File: config.mk
export PLATFORM = sky130hd
export DESIGN_NAME = cla_pg_stage_flat
export DESIGN_NICKNAME = d
export VERILOG_FILES = /design/src/rtl/cla_pg_stage_if.sv /design/src/rtl/cla_pg_stage.sv /design/src/flat_wrapper.sv
export SDC_FILE = /design/constraint.sdc
export NUM_CORES = 1
export LEC_CHECK = 0
export ABC_AREA = 1
export CAP_MARGIN = 20
export CORE_MARGIN = 2
export CORE_UTILIZATION = 45
export CTS_CLUSTER_SIZE = 16
export DETAILED_ROUTE_END_ITERATION = 12
export MAX_ROUTING_LAYER = met4
export PLACE_DENSITY = 0.74
export SLEW_MARGIN = 20
export SYNTH_ARGS = -nofsm -noshare
export SYNTH_HDL_FRONTEND = slang
export SYNTH_SLANG_ARGS = --single-unit
File: constraint.sdc
create_clock -name clk -period 1.25 [get_ports clk]
set_input_delay 0.125 -clock clk [delete_from_list [all_inputs] [get_ports clk]]
set_output_delay 0.125 -clock clk [all_outputs]
set_load 0.01 [all_outputs]
File: src/rtl/cla_pg_stage_if.sv
// Operand/result bundle for the CLA propagate/generate stage.
// master drives operands and out_ready; slave is the stage itself.
interface cla_pg_stage_if #(
    parameter int WIDTH = 16
);
    logic                   in_valid;
    logic                   in_ready;
    logic [WIDTH-1:0]       a;
    logic [WIDTH-1:0]       b;
    logic                   cin;
    logic                   sub;
    logic                   out_valid;
    logic                   out_ready;
    logic [WIDTH-1:0]       p;
    logic [WIDTH-1:0]       g;
    logic                   c0;
    logic [WIDTH/2-1:0]     grp_p;
    logic [WIDTH/2-1:0]     grp_g;

    modport master (
        output in_valid, a, b, cin, sub, out_ready,
        input  in_ready, out_valid, p, g, c0, grp_p, grp_g
    );

    modport slave (
        input  in_valid, a, b, cin, sub, out_ready,
        output in_ready, out_valid, p, g, c0, grp_p, grp_g
    );
endinterface

File: src/rtl/cla_pg_stage.sv
// Propagate/generate front stage of a carry-lookahead adder/subtractor.
// Results are buffered in a 2-entry FIFO; outputs come only from the head entry.
module cla_pg_stage #(
    parameter int WIDTH = 16,
    parameter int GROUP = 2
) (
    input  logic           clk,
    input  logic           rst_n,
    cla_pg_stage_if.slave  bus
);
    localparam int NGRP = WIDTH / GROUP;

    typedef struct packed {
        logic [WIDTH-1:0] p;
        logic [WIDTH-1:0] g;
        logic             c0;
        logic [NGRP-1:0]  grp_p;
        logic [NGRP-1:0]  grp_g;
    } beat_t;

    beat_t            mem_q [2];
    beat_t            mem_d [2];
    logic [1:0]       cnt_q, cnt_d;
    logic             wr_ptr_q, wr_ptr_d;
    logic             rd_ptr_q, rd_ptr_d;
    logic             in_ready_q, in_ready_d;

    logic [WIDTH-1:0] b_eff;
    logic [WIDTH-1:0] p_new, g_new;
    logic [NGRP-1:0]  grp_p_new, grp_g_new;
    logic             out_valid;
    logic             accept, consume;
    beat_t            head;

    always_comb begin
        b_eff = bus.sub ? ~bus.b : bus.b;
        p_new = bus.a ^ b_eff;
        g_new = bus.a & b_eff;
    end

    for (genvar k = 0; k < NGRP; k++) begin : g_grp
        assign grp_p_new[k] = p_new[2*k+1] & p_new[2*k];
        assign grp_g_new[k] = g_new[2*k+1] | (p_new[2*k+1] & g_new[2*k]);
    end

    assign out_valid = (cnt_q != 2'd0);
    assign accept    = bus.in_valid & in_ready_q;
    assign consume   = out_valid & bus.out_ready;

    always_comb begin
        cnt_d    = cnt_q;
        wr_ptr_d = wr_ptr_q ^ accept;
        rd_ptr_d = rd_ptr_q ^ consume;
        mem_d    = mem_q;
        case ({accept, consume})
            2'b10:   cnt_d = cnt_q + 2'd1;
            2'b01:   cnt_d = cnt_q - 2'd1;
            default: cnt_d = cnt_q;
        endcase
        if (accept) begin
            mem_d[wr_ptr_q] = '{p: p_new, g: g_new, c0: bus.cin | bus.sub,
                                grp_p: grp_p_new, grp_g: grp_g_new};
        end
        // Registered ready looks at next occupancy so a full-edge consume reopens next cycle.
        in_ready_d = (cnt_d != 2'd2);
    end

    always_ff @(posedge clk or negedge rst_n) begin
        if (!rst_n) begin
            mem_q[0]   <= '0;
            mem_q[1]   <= '0;
            cnt_q      <= '0;
            wr_ptr_q   <= 1'b0;
            rd_ptr_q   <= 1'b0;
            in_ready_q <= 1'b0;
        end else begin
            mem_q      <= mem_d;
            cnt_q      <= cnt_d;
            wr_ptr_q   <= wr_ptr_d;
            rd_ptr_q   <= rd_ptr_d;
            in_ready_q <= in_ready_d;
        end
    end

    assign head          = mem_q[rd_ptr_q];
    assign bus.p         = head.p;
    assign bus.g         = head.g;
    assign bus.c0        = head.c0;
    assign bus.grp_p     = head.grp_p;
    assign bus.grp_g     = head.grp_g;
    assign bus.out_valid = out_valid;
    assign bus.in_ready  = in_ready_q;
endmodule

File: src/flat_wrapper.sv
// flat-port wrapper written by rule: the top's interface ports become plain ports
module cla_pg_stage_flat 
#(
    parameter int WIDTH = 16,
    parameter int GROUP = 2
)
  (clk, rst_n, bus_in_valid, bus_a, bus_b, bus_cin, bus_sub, bus_out_ready, bus_in_ready, bus_out_valid, bus_p, bus_g, bus_c0, bus_grp_p, bus_grp_g);
  cla_pg_stage_if #(.WIDTH(WIDTH)) bus_i ();
  input  logic clk;
  input  logic rst_n;
  input wire logic [$bits(bus_i.in_valid)-1:0] bus_in_valid;
  input wire logic [$bits(bus_i.a)-1:0] bus_a;
  input wire logic [$bits(bus_i.b)-1:0] bus_b;
  input wire logic [$bits(bus_i.cin)-1:0] bus_cin;
  input wire logic [$bits(bus_i.sub)-1:0] bus_sub;
  input wire logic [$bits(bus_i.out_ready)-1:0] bus_out_ready;
  output wire logic [$bits(bus_i.in_ready)-1:0] bus_in_ready;
  output wire logic [$bits(bus_i.out_valid)-1:0] bus_out_valid;
  output wire logic [$bits(bus_i.p)-1:0] bus_p;
  output wire logic [$bits(bus_i.g)-1:0] bus_g;
  output wire logic [$bits(bus_i.c0)-1:0] bus_c0;
  output wire logic [$bits(bus_i.grp_p)-1:0] bus_grp_p;
  output wire logic [$bits(bus_i.grp_g)-1:0] bus_grp_g;
  assign bus_i.in_valid = bus_in_valid;
  assign bus_i.a = bus_a;
  assign bus_i.b = bus_b;
  assign bus_i.cin = bus_cin;
  assign bus_i.sub = bus_sub;
  assign bus_i.out_ready = bus_out_ready;
  assign bus_in_ready = bus_i.in_ready;
  assign bus_out_valid = bus_i.out_valid;
  assign bus_p = bus_i.p;
  assign bus_g = bus_i.g;
  assign bus_c0 = bus_i.c0;
  assign bus_grp_p = bus_i.grp_p;
  assign bus_grp_g = bus_i.grp_g;
  cla_pg_stage #(.WIDTH(WIDTH), .GROUP(GROUP)) u_core (.clk(clk), .rst_n(rst_n), .bus(bus_i));
endmodule
* After elaboration in Yosys (flattened, before gate mapping) *
Cells that the tools add are included.

word-level totals
  memory bits (writable) = 0
  bits of input ports = 38
  ROM bits = 0
  bits in latches = 0
  output and inout port bits = 51
  flip-flop bits (word level) = 103
  memories = 0
  word-level logic and storage cells = 66

cells by class
  add/sub/neg operators = 2
  multiplexer cells = 8
  bitwise logic cells = 34
  eq/ne operators = 3
  multiply operators = 0
  magnitude comparators = 3
  reduce and logical (&&, ||, !) cells = 2
  div/mod/pow operators = 0
  shift operators = 0

operators by type and width
  cell                                                        number
  2-to-1 mux 49 bit                                           4
  bitwise mux 98 bit                                          1
  demux 49 bit (select 1 bit)                                 1
  AND 1 bit                                                   18
  AND 16 bit                                                  1
  2-to-1 mux 16 bit                                           1
  NOT 16 bit                                                  1
  XOR 16 bit                                                  1
  bitwise OR 1 bit                                            9
  >= comparator 2 bit, second input constant                  2
  NOT 1 -> 2 bit                                              2
  case mux 2 bit (2 select lines)                             1
  adder 2 x 1 -> 2 bit, second input constant                 1
  == test 2 x 1 -> 1 bit, second input constant               1
  == test 2 bit, second input constant                        1
  less-than comparator 2 x 1 -> 1 bit, second input constant  1
  inequality test 2 bit, second input constant                1
  nonzero test 2 bit                                          1
  subtractor 2 x 1 -> 2 bit, second input constant            1
  XOR 1 bit                                                   2
  logical AND 1 bit                                           1

* Logic depth before layout (Yosys ltp) *
Gate-level depths: netlist of the first run.

  word-level depth = 6
  depth in mapped cells = 11
  depth with buffers taken out = 11

* Least setup slack after synthesis of the first run *
Ideal clock, no wire load.

  kind = register to register
  start = register u_core.cnt_q[0]
  end = register u_core.in_ready_q, in the netlist u_core.bus.in_ready
  path slack = -0.116 ns
  arrival = 1.244 ns
  period minus slack after synthesis = 1.366 ns
  stages on the path, launching flop included = 10
  setup time = 0.122 ns
  required time = 1.128 ns
  path buffers = 0
  path through = dfrtp_1 > inv_1 > nand2_1 > nand2_1 > inv_1 > ha_1 > inv_1 > nand4_1 > nand2_1 > nand2_1

between the ends
  cells in the longest elaborated chain, start to end = 5
  elaborated cells on any way between the ends = 8
  those cells by class = 2 x add/sub; 3 x eq/ne; 1 x mux; 1 x bitwise; 1 x reduce/logical

ends and longest elaborated chain
  element                                                         RTL line            source
  start: declaration                                              cla_pg_stage.sv:23  logic [1:0] cnt_q, cnt_d;
  start signal: assignment                                        cla_pg_stage.sv:78  cnt_q <= cnt_d;
  nonzero test 2 bit *                                            cla_pg_stage.sv:46  assign out_valid = (cnt_q != 2'd0);
  named net bus_out_valid                                         flat_wrapper.sv:18  output wire logic [$bits(bus_i.out_valid)-1:0] bus_out_valid;
  AND 1 bit *                                                     cla_pg_stage.sv:48  assign consume = out_valid & bus.out_ready;
  == test 2 x 1 -> 1 bit / == test 2 bit (equally long branches)  cla_pg_stage.sv:55  case ({accept, consume})
  case mux 2 bit (2 select lines) *                               cla_pg_stage.sv:55
  named net u_core.cnt_d[1]                                       cla_pg_stage.sv:23
  inequality test 2 bit *                                         cla_pg_stage.sv:65  in_ready_d = (cnt_d != 2'd2);
  named net u_core.in_ready_d                                     cla_pg_stage.sv:26  logic in_ready_q, in_ready_d;
  end signal: assignment                                          cla_pg_stage.sv:81  in_ready_q <= in_ready_d;
  end: declaration                                                cla_pg_stage.sv:26

Mark *: on every way through the listed nets, which the timed path passes. The rest lies on a longest branch.
A chain may end at the register's enable or synchronous reset.

* Worst setup path after layout of the first run *
  start = register u_core.rd_ptr_q
  end = output port bus_p[2]

between the ends
  cells in the longest elaborated chain, start to end = 4

ends and longest elaborated chain
  element                                               RTL line            source
  start: declaration                                    cla_pg_stage.sv:25  logic rd_ptr_q, rd_ptr_d;
  start signal: assignment                              cla_pg_stage.sv:80  rd_ptr_q <= rd_ptr_d;
  NOT 1 -> 2 bit (implied by the code)                  cla_pg_stage.sv:85  assign head = mem_q[rd_ptr_q];
  2-to-1 mux 49 bit (implied by the code) (3 in a row)  cla_pg_stage.sv:85
  end: declaration                                      flat_wrapper.sv:19  output wire logic [$bits(bus_i.p)-1:0] bus_p;

Every way passes these cells. The select of a mux whose other input is x is not followed.

==> impl_metrics.py, run 1 <==
metrics = {
    "timing": {
        "finalHoldViolations": 0,
        "rsz0062_at_grt": "true",
        "setup_viol": 150,
        "tightest_slew_ns": 0.526,
        "min_period_over_period_pct": 136,
        "finalWorstSetupSlack_ns": -0.445,
        "skew_ns": 0.0139,
        "drv_slew": 0,
        "hold_ws_ns": 0.255,
        "min_period_ns": 1.70,
        "maxSlewHeadroom_pct": 65.0,
        "fmax_ghz": 0.590,
    },
    "global_routing": {
        "antenna_found_initial": 0,
        "track_usage_pct": 28.9,
        "grt_pass1_wl_um": 24500,
        "grt_start_max_net_pins": 32,
        "overflow": 0,
        "grt_pass1_vias": 4633,
    },
    "setup_path": {
        "startpoint": "u_core.rd_ptr_q$_DFF_PN0_",
        "reg2regPathDepth": 8,
        "worst_setup_path_start_kind": "flip-flop",
        "worstSetupPathType": "flip-flop to output port",
        "path_max_fanout": 7,
        "endpoint": "bus_p[2]",
        "reg2reg_to": "u_core.mem_q[44]$_DFFE_PN0P_",
        "reg2reg_from": "u_core.bus.in_ready$_DFF_PN0_",
        "required_ns": 1.12,
        "cp-end-kind": "output port",
        "arrival_ns": 1.57,
        "rrSetupSlack_ns": -0.23,
    },
    "cts": {
        "clockBufferDepth": 2,
        "numCtsBuffers": 9,
        "path_clk_slew_ns": 0.10,
        "cts_max_level": 3,
        "cts.sinks": 103,
        "cts_tree": "built",
        "clock_latency_ns": 0.38,
        "root_buffer": "clkbuf_8",
    },
    "drt": {
        "ant_nets": 0,
        "wl_um": 22400,
        "route.detailed.drc": 0,
        "first_iter_violations": 570,
        "viasPerCell": 6.17,
        "wl_per_cell_um": 26.1,
        "vias": 5290,
        "drtPass1Iterations": 7,
    },
    "cells_and_area": {
        "area_delta_synth_final_pct": 72.6,
        "fill_cells": 540,
        "antenna_cells": 0,
        "drive_gt1_share_pct": 53.1,
        "fin_nets": 770,
        "seq_area_sq_um": 2580,
        "design_area_sq_um": 8470,
        "layout_common_cells": "102 x dfrtp_1, 69 x nand2_1, 59 x o21ai_2",
        "multi_input_area_sq_um": 3070,
        "mostFrequentLayoutCell": "dfrtp_1",
    },
    "placed_design": {
        "gp_congestion": 0.845,
        "dp_hpwl_um": 8630,
        "placed_area_sq_um": 6130,
        "portBuffers": 88,
    },
    "synthesis": {
        "yosysUniqueCellTypes": 21,
        "yosys.area_share.simple_pct": 15.7,
        "yosysTopAreaCellShare_pct": 52.5,
        "syn_nets": 619,
        "ys_ff_latch": 103,
        "synth_xor_area_share_pct": 3.21,
        "synth_area_sq_um": 4910,
        "muxShareOfSynthArea_pct": 0,
        "synth-seq-area-share_pct": 52.5,
        "syn_avg_cell_area_sq_um": 8.74,
        "synthTopCellsByArea": "dfrtp_1 52%, nand2_1 12%, o21ai_0 8.4%",
        "synthesis.instances": 562,
        "synth_top_family_by_area": "simple AND/OR/NAND/NOR gates",
        "synth_top_cell_by_area": "dfrtp_1",
        "synthAdderAreaFrac_pct": 4.84,
        "synth-compound-area-share_pct": 13.8,
        "yosysWarningCount": 0,
    },
    "pwr": {
        "internal_power_mw": 13.0,
        "switching_share_pct": 45.3,
        "power_frac_seq_pct": 26.3,
        "p_clk_share_pct": 11.2,
        "p_leak_nw": 4.01,
        "power_switching_mw": 10.8,
        "combPwrFrac_pct": 62.5,
        "powerDensity_nw_per_um2": 2800,
        "ir_drop_mv": 1.52,
    },
    "floorplanning": {
        "dieArea_sq_um": 11800,
        "die_w_um": 108,
        "initial_utilization_pct": 45.7,
        "fp-row-count": 38,
        "ios": 89,
        "core_area_sq_um": 10700,
        "chipHeight_um": 108,
    },
    "worst_hold_path": {
        "min_path_type": "input port to asynchronous set/reset pin",
    },
    "run_status": {
        "status": "finished, violations left",
        "violations": "negative setup slack",
    },
    "run": {
        "drv_cap": 0,
    },
}
-- per-stage QoR --
step           util, %  setup TNS, ns  setup WS [ns]  instances  power, mW
3_3_place_gp      57.1         -45.07         -0.466        792       13.6
6_report          78.9         -28.26         -0.445        858       23.8
2_1_floorplan        -         -0.198        -0.0172        562       10.1
5_1_grt           78.9         -33.57         -0.460        858       24.5
4_1_cts           66.0         -14.99         -0.338        839       18.1
3_5_place_dp      57.1         -47.96         -0.436        792       13.9
-- flip-flops by register name (all words and copies together) (netlist names) --
signal / count
u_core.mem_q: 98
u_core.cnt_q: 2
u_core.rd_ptr_q: 1
u_core.bus.in_ready: 1
u_core.wr_ptr_q: 1
-- cells in the mapped netlist, drive strengths merged --
| master | number |
|---|---|
| o22ai | 7 |
| dfrtp | 103 |
| nand4 | 1 |
| a21oi | 15 |
| buf | 25 |
| a22oi | 8 |
| o21ai | 90 |
| a31oi | 1 |
| nand3 | 3 |
| xor2 | 18 |
| inv | 68 |
| ha | 19 |
| nor2 | 38 |
| clkbuf | 5 |
| nand2 | 161 |
-- power groups by stage --
stage | Clock, mW | Combinational, mW | Sequential, mW
floorplan | 0 | 4.59 | 5.48
global placement | 0 | 8.03 | 5.61
detailed placement | 0 | 8.25 | 5.70
CTS | 2.54 | 9.84 | 5.69
global route | 2.76 | 15.4 | 6.34
finish | 2.66 | 14.9 | 6.25
-- routing by layer --
metal	GRT usage (%)	routed length [um]
met1	35.9	7910
met4	13.9	1620
met2	46.1	10600
met5	-	0
met3	4.88	2220
-- cell type report --
cell class	instances	share of cell area [%]
Clock buffer	11	1.67
Clock inverter	5	1.24
Inverter	68	3.75
Multi-Input combinational cell	361	36.3
Sequential cell	103	30.4
Tap cell	140	2.07
Timing Repair Buffer	161	22.8
Timing Repair inverter	9	1.79
-- worst min-delay path by stage --
stage / end / slack (ns) / cells after the start / start
after floorplan: u_core.bus.in_ready$_DFF_PN0_ / -0.17 / 0 / rst_n
after global placement: u_core.mem_q[82]$_DFFE_PN0P_ / 0.11 / 1 / rst_n
after detailed placement: u_core.mem_q[82]$_DFFE_PN0P_ / 0.11 / 1 / rst_n
after CTS: u_core.mem_q[82]$_DFFE_PN0P_ / 0.26 / 2 / rst_n
after global routing: u_core.mem_q[78]$_DFFE_PN0P_ / 0.28 / 2 / rst_n
final: u_core.mem_q[78]$_DFFE_PN0P_ / 0.26 / 2 / rst_n
-- critical path, cell delays in order (launching register included) --
cell and delay (ns):
dfrtp_2 0.47, buf_4 0.20, buf_6 0.17, nand2_1 0.08
o21ai_1 0.10, buf_2 0.16
-- logic make-up (layout without fill, tap and decap cells) --
family,after synthesis,after routing
and+or+nand+nor,203,203
AOI/OAI and AO/OA,121,121
DFF,103,103
buffers and inverters,98,254
adders and majority gates,19,19
xor gates and xnor gates,18,18
-- timing repair --
item	4_1_cts	5_1_grt
resized for setup	396	292
cloned	13	15
pin swaps	28	56
setup endpoints to repair	142	152
hold buffers	1	0
endpoints found under the hold margin	28	0
setup buffers	17	13
Note: power is estimated with default switching activity, not from simulation.
==> inputs of run 2 (changes only) <==
Settings changed: CTS_CLUSTER_SIZE 16 to 30.
==> results of run 2 <==
The final DEF is identical to that of run 1; final timing and power are the same.
